`config.mk`:
```
export PLATFORM = sky130hd
export DESIGN_NAME = semafor_multi_ctrl
export DESIGN_NICKNAME = d
export VERILOG_FILES = /design/src/rtl/semafor_multi_ctrl.sv
export SDC_FILE = /design/constraint.sdc
export NUM_CORES = 1
export LEC_CHECK = 0
export ABC_AREA = 0
export CORE_ASPECT_RATIO = 0.8
export CORE_MARGIN = 2
export CORE_UTILIZATION = 40
export CTS_BUF_LIST = sky130_fd_sc_hd__clkbuf_4 sky130_fd_sc_hd__clkbuf_8
export DETAILED_ROUTE_END_ITERATION = 6
export GPL_TIMING_DRIVEN = 0
export PLACE_DENSITY_LB_ADDON = 0.25
export SETUP_SLACK_MARGIN = 0.2
export SKIP_LAST_GASP = 1
export SLEW_MARGIN = 20
export SYNTH_ARGS = -nofsm -noshare
export SYNTH_HDL_FRONTEND = slang
export SYNTH_SLANG_ARGS = --single-unit
```
`constraint.sdc`:
```
create_clock -name clk -period 3 [get_ports clk]
set_clock_uncertainty 0.05 [all_clocks]
set_input_delay 0.45 -clock clk [delete_from_list [all_inputs] [get_ports clk]]
set_output_delay 0.45 -clock clk [all_outputs]
set_load 0.005 [all_outputs]
```
`src/rtl/semafor_multi_ctrl.sv`:
```
// Multi-direction traffic light controller: round-robin vehicle greens, optional pedestrian
// phase after the last direction, and a blinking-yellow service mode.
module semafor_multi_ctrl #(
    parameter int unsigned N_DIR       = 4,
    parameter int unsigned DIV_FACTOR  = 10000000,
    parameter int unsigned T_YELLOW    = 3,
    parameter int unsigned T_ALLRED    = 2,
    parameter int unsigned T_PED       = 12,
    parameter int unsigned T_PED_BLINK = 6
) (
    input  logic               clk,
    input  logic               rst_n,
    input  logic [8*N_DIR-1:0] green_sec_i,
    input  logic               ped_req,
    input  logic               service_btn,
    output logic [N_DIR-1:0]   verde,
    output logic [N_DIR-1:0]   galben,
    output logic [N_DIR-1:0]   rosu,
    output logic               verde_pietoni,
    output logic               rosu_pietoni,
    output logic [2:0]         phase_o,
    output logic [2:0]         dir_o,
    output logic [7:0]         sec_left_o
);

    typedef enum logic [2:0] {
        StAllRed   = 3'd0,
        StGreen    = 3'd1,
        StYellow   = 3'd2,
        StPedGreen = 3'd3,
        StPedBlink = 3'd4,
        StService  = 3'd5
    } state_e;

    localparam logic [2:0]       LastDir     = 3'(N_DIR - 1);
    localparam logic [31:0]      PrescMax    = 32'(DIV_FACTOR - 1);
    localparam logic [7:0]       SecYellow   = 8'(T_YELLOW);
    localparam logic [7:0]       SecAllRed   = 8'(T_ALLRED);
    localparam logic [7:0]       SecPed      = 8'(T_PED);
    localparam logic [7:0]       SecPedBlink = 8'(T_PED_BLINK);
    localparam logic [N_DIR-1:0] DirOne      = {{(N_DIR - 1){1'b0}}, 1'b1};

    state_e      r_state, w_state_d;
    logic [2:0]  r_dir, w_dir_d;
    logic [7:0]  r_sec, w_sec_d;
    logic [31:0] r_presc, w_presc_d;
    logic        r_blink, w_blink_d;
    logic        r_ped, w_ped_d;
    logic        r_svc, w_svc_d;
    logic        r_from_yel, w_from_yel_d;

    logic [N_DIR-1:0] r_verde, r_galben, r_rosu;
    logic             r_vp, r_rp;
    logic [N_DIR-1:0] w_verde, w_galben, w_rosu, w_dir_oh;
    logic             w_vp, w_rp;

    logic       w_tick, w_expire;
    logic [2:0] w_next_dir;
    logic [7:0] w_green_sec;

    assign w_tick     = (r_presc == PrescMax);
    assign w_expire   = w_tick && (r_sec == 8'd1);
    assign w_next_dir = (r_dir == LastDir) ? 3'd0 : r_dir + 3'd1;

    // A programmed green of 0 s is served as 1 s.
    always_comb begin
        w_green_sec = 8'd0;
        for (int d = 0; d < N_DIR; d++) begin
            if (w_next_dir == 3'(d)) begin
                w_green_sec = green_sec_i[8*d +: 8];
            end
        end
        if (w_green_sec == 8'd0) begin
            w_green_sec = 8'd1;
        end
    end

    always_ff @(posedge clk) begin
        if (!rst_n) begin
            r_state    <= StAllRed;
            r_dir      <= LastDir;
            r_sec      <= SecAllRed;
            r_presc    <= '0;
            r_blink    <= 1'b0;
            r_ped      <= 1'b0;
            r_svc      <= 1'b0;
            r_from_yel <= 1'b0;
            r_verde    <= '0;
            r_galben   <= '0;
            r_rosu     <= '1;
            r_vp       <= 1'b0;
            r_rp       <= 1'b1;
        end else begin
            r_state    <= w_state_d;
            r_dir      <= w_dir_d;
            r_sec      <= w_sec_d;
            r_presc    <= w_presc_d;
            r_blink    <= w_blink_d;
            r_ped      <= w_ped_d;
            r_svc      <= w_svc_d;
            r_from_yel <= w_from_yel_d;
            r_verde    <= w_verde;
            r_galben   <= w_galben;
            r_rosu     <= w_rosu;
            r_vp       <= w_vp;
            r_rp       <= w_rp;
        end
    end

    always_comb begin
        w_state_d    = r_state;
        w_dir_d      = r_dir;
        w_sec_d      = r_sec;
        w_presc_d    = w_tick ? '0 : r_presc + 32'd1;
        w_blink_d    = w_tick ? ~r_blink : r_blink;
        w_ped_d      = r_ped | ped_req;
        w_svc_d      = r_svc | (service_btn && (r_state != StService));
        w_from_yel_d = r_from_yel;
        if (w_tick && (r_sec > 8'd1)) begin
            w_sec_d = r_sec - 8'd1;
        end
        unique case (r_state)
            StAllRed: begin
                if (w_expire) begin
                    w_presc_d = '0;
                    if (r_svc) begin
                        w_state_d = StService;
                        w_sec_d   = '0;
                        w_blink_d = 1'b1;
                    end else if (r_from_yel && (r_dir == LastDir) && r_ped) begin
                        // A request arriving on this very edge stays pending.
                        w_state_d = StPedGreen;
                        w_sec_d   = SecPed;
                        w_ped_d   = ped_req;
                    end else begin
                        w_state_d = StGreen;
                        w_dir_d   = w_next_dir;
                        w_sec_d   = w_green_sec;
                    end
                end
            end
            StGreen: begin
                if (w_expire) begin
                    w_state_d = StYellow;
                    w_sec_d   = SecYellow;
                    w_presc_d = '0;
                end
            end
            StYellow: begin
                if (w_expire) begin
                    w_state_d    = StAllRed;
                    w_sec_d      = SecAllRed;
                    w_presc_d    = '0;
                    w_from_yel_d = 1'b1;
                end
            end
            StPedGreen: begin
                if (w_expire) begin
                    w_state_d = StPedBlink;
                    w_sec_d   = SecPedBlink;
                    w_presc_d = '0;
                    w_blink_d = 1'b1;
                end
            end
            StPedBlink: begin
                if (w_expire) begin
                    w_state_d    = StAllRed;
                    w_sec_d      = SecAllRed;
                    w_presc_d    = '0;
                    w_from_yel_d = 1'b0;
                end
            end
            StService: begin
                if (service_btn) begin
                    w_state_d    = StAllRed;
                    w_dir_d      = LastDir;
                    w_sec_d      = SecAllRed;
                    w_presc_d    = '0;
                    w_svc_d      = 1'b0;
                    w_from_yel_d = 1'b0;
                end
            end
            default: begin
                w_state_d    = StAllRed;
                w_dir_d      = LastDir;
                w_sec_d      = SecAllRed;
                w_presc_d    = '0;
                w_from_yel_d = 1'b0;
            end
        endcase
    end

    // Lamps are decoded from the next state so the registered outputs track the state.
    always_comb begin
        w_dir_oh = DirOne << w_dir_d;
        w_verde  = '0;
        w_galben = '0;
        w_rosu   = '1;
        w_vp     = 1'b0;
        w_rp     = 1'b0;
        unique case (w_state_d)
            StGreen: begin
                w_verde = w_dir_oh;
                w_rosu  = ~w_dir_oh;
                w_rp    = 1'b1;
            end
            StYellow: begin
                w_galben = w_dir_oh;
                w_rosu   = ~w_dir_oh;
                w_rp     = 1'b1;
            end
            StPedGreen: w_vp = 1'b1;
            StPedBlink: w_vp = w_blink_d;
            StService: begin
                w_rosu   = '0;
                w_galben = {N_DIR{w_blink_d}};
            end
            default: w_rp = 1'b1;
        endcase
    end

    assign verde         = r_verde;
    assign galben        = r_galben;
    assign rosu          = r_rosu;
    assign verde_pietoni = r_vp;
    assign rosu_pietoni  = r_rp;
    assign phase_o       = r_state;
    assign dir_o         = r_dir;
    assign sec_left_o    = r_sec;

endmodule

```
==> results.sh <==
export IMPL_status="completed"
export IMPL_worst_pin_slew_ps=951.5
export IMPL_clock_sinks=64
export IMPL_powerDensity_nw_per_um2=362.4
export IMPL_io_buffer_count=62
export IMPL_yosysTopAreaCellShare=0.3739
export IMPL_avgRoutedWirePerCell_um=14.56
export IMPL_gp_congestion=0.8366
export IMPL_hold_path_class="reg -> reg"
export IMPL_die_w_um=107.5
export IMPL_stdcell_area_sq_um=4487
export IMPL_die_area_sq_um=9329
export IMPL_stdcell_count=619
export IMPL_preCtsSetupSlack_ps=87.29
export IMPL_ys_top_cells_by_area="dfxtp_1 37%, nor2_1 6.8%, xor2_1 5.1%, nand2_1 4.8%, nand3_1 4.1%"
export IMPL_synthArstFlopShare=0
export IMPL_hpwl_um=6730
export IMPL_via_per_inst=5.401
export IMPL_dr_total_vias=3343
export IMPL_fp_dieH_um=86.79
export IMPL_grt_pass1_wl_um=14680
export IMPL_synth_edf_count=0
export IMPL_slowest_delay_ps=580
export IMPL_yosysUniqueCellTypes=56
export IMPL_worstSetupEndpointType="register"
export IMPL_synth_area_sq_um=3427
export IMPL_cts_root_buf="clkbuf_8"
export IMPL_clk_pin_slew_ps=70
export IMPL_slowest_stage="or4_4"
export IMPL_syn2layout_area_growth_pct=30.92
export IMPL_worstPathRequired_ps=3230
export IMPL_antenna_left=0
export IMPL_remaining_drc_errors=0
export IMPL_ys_warnings_count=0
export IMPL_total_power_mw=1.626
export IMPL_ioPinCount=64
export IMPL_synth_seq_area_share=0.3739
export IMPL_htreeDepth=3
export IMPL_cts_buffer_depth=2
export IMPL_timing_fmax_mhz=369.4
export IMPL_fill_cells=822
export IMPL_clk_insertion_delay_late_ps=350
export IMPL_cts_hold_repair_buffers=0
export IMPL_period_minus_slack_ps=2707
export IMPL_firstDrtPassIters=4
export IMPL_drt_initial_drc_count=177
export IMPL_rsz0062_at_grt="no"
export IMPL_use_met3=0.04662
export IMPL_yosysTopAreaCell="dfxtp_1"
export IMPL_grt_pass1_vias=3168
export IMPL_grt_met1_usage=0.2766
export IMPL_dp_cells=600
export IMPL_initial_core_util=0.4076
export IMPL_wirelength_um=9013
export IMPL_antenna_cells=0
export IMPL_synth_nets=469
export IMPL_synth_seq_cells=64
export IMPL_cp_common_cell="or4_4"
export IMPL_timing_final_hold_violations=0
export IMPL_critPathMaxFanout=8
export IMPL_peakVddDrop_mv=0.1652
export IMPL_worst_slack_ps=293.2
export IMPL_grt_max_degree=11
export IMPL_worst_ep_arrival_time_ps=2940
export IMPL_avgSynthCellArea_sq_um=8.045
export IMPL_crit_type="reg -> reg"
export IMPL_grt_antenna_before_repair=0
export IMPL_drive_gt1_frac=0.08876
export IMPL_place_area_sq_um=4188
export IMPL_crit_chain="nor4b_1 > nand3_2 > or4_4 > buf_6 > a31oi_4 > nand2_2 > or4_4 > nor3_2"
export IMPL_leakagePower_nw=1.660
export IMPL_grt_use_total=0.1987
export IMPL_min_period_over_period=0.9023
export IMPL_synthFlopType="dfxtp_1"
export IMPL_fp_coreArea_sq_um=8408
export IMPL_layout_nets=546
export IMPL_grt_overflow_total=0
export IMPL_tns_ps=0
export IMPL_rows=30
export IMPL_cts_tree="yes"
export IMPL_maxCapViolations=0
export IMPL_syn_instance_count=426
export IMPL_slew_headroom=0.3598
export IMPL_top_usage_layer="met2"
export IMPL_worst_setup_path_start_kind="register"
export IMPL_numCtsBuffers=9
export IMPL_setup_viol=0
export IMPL_grt_met2_usage=0.3013
export IMPL_final_max_slew_violation_count=0
-- repair_timing --
action / CTS / global route
endpoints found under the setup margin: 10 / 16
pin swaps: 1 / 3
gates resized for setup: 4 / 16
buffers inserted: 1 / 3
endpoints found under the hold margin: 0 / 0
-- cells by family after synthesis --
family          after synthesis  share of synthesized area
buf+inv                      31                    0.03651
fa+ha+maj                     7                    0.02556
simple gates                219                     0.3268
compound gates               65                     0.1336
xor+xnor                     36                    0.09200
mux                           4                    0.01168
flops                        64                     0.3739
-- routing by layer --
layer	up-vias	wire length [um]
li1	1649	-
met1	1560	4268
met2	117	4013
met3	17	584
met4	0	146
met5	-	0
-- placed cells by master (no fill, tap or decap), types with 4 or more instances in the layout --
master and n:
nor2_1 62, clkdlybuf4s50_1 62, dfxtp_1 60, nand2_1 44, nand3_1 27, xor2_1 20, o21ai_0 17, xnor2_1 16
inv_1 13, nor3_1 12, nor2b_1 11, a21oi_1 11, clkbuf_1 11, clkbuf_8 11, and3_1 8, nand4_1 8
ha_1 7, a32oi_1 6, a221o_1 5, mux2i_1 4, nand3b_1 4, and2_1 4, nor3b_1 4, or3_1 4
a31oi_1 4, nand2b_1 4, dfxtp_2 4, buf_4 4
-- per-stage QoR --
| step | hold WS (ps) | util |
|---|---|---|
| after floorplan | 362.9 | - |
| after global placement | 373.5 | 0.4981 |
| after detailed placement | 391.7 | 0.4981 |
| after CTS | 393.4 | 0.5228 |
| after global routing | 410.0 | 0.5336 |
| final | 397.7 | 0.5336 |
-- cells in the mapped netlist, drive strengths merged, types with 3 or more instances --
library cell and n:
and2 4, mux2i 4, a221o 5, or3 4, nand3 28, o21ai 19, ha 7, and3 8
nand3b 4, nor4 6, nand2 45, a32oi 6, clkbuf 12, a31oi 5, nor2b 11, a21oi 12
nor3 15, xor2 20, xnor2 16, o31ai 3, inv 13, nand2b 4, dfxtp 64, buf 5
and4 3, nor3b 4, nand4 8, nor2 62, or4 5
-- final timing paths --
check | from | endpoint | slack, ps | cells after the start
worst max-delay path | r_presc[15] | verde[0] | 290 | 8
worst min-delay path | r_presc[0] | r_presc[0] | 400 | 1
worst min register to register | r_presc[0] | r_presc[0] | 400 | 1
worst max register to register | r_presc[15] | verde[0] | 290 | 8
-- state kept, by name (all words and copies together) (netlist names), named ones only --
| register | count |
|---|---|
| r_presc | 32 |
| r_from_yel | 1 |
| r_ped | 1 |
| sec_left_o | 8 |
| verde | 4 |
| galben | 4 |
| rosu_pietoni | 1 |
| dir_o | 3 |
| r_blink | 1 |
| verde_pietoni | 1 |
| rosu | 4 |
| phase_o | 3 |
-- power breakdown --
part	total, mW	internal [mW]	switching [mW]	leakage [nW]
Sequential	0.860	0.855	0.00493	0.519
Combinational	0.0910	0.0543	0.0367	1.05
Clock	0.676	0.347	0.329	0.0917
-- final cells by class --
| class | count | area, sq um | area share |
|---|---|---|---|
| well taps | 112 | 140.1 | 0.03123 |
| repair buffers | 66 | 650.6 | 0.1450 |
| multi-input cells | 331 | 2105 | 0.4690 |
| clock inverters | 3 | 17.52 | 0.003904 |
| plain buffers | 17 | 76.32 | 0.01701 |
| clock buffers | 12 | 158.9 | 0.03542 |
| flip-flops and latches | 64 | 1286 | 0.2867 |
| inverters | 14 | 52.55 | 0.01171 |
-- critical path: cells and delay by family, from the launching register on --
family / cells / cell delay, ps
and+or+nand+nor: 6 / 1870
AOI/OAI and AO/OA: 1 / 150
buffers and inverters: 1 / 150
DFF: 1 / 420
Power figures use the tool's default switching activity.
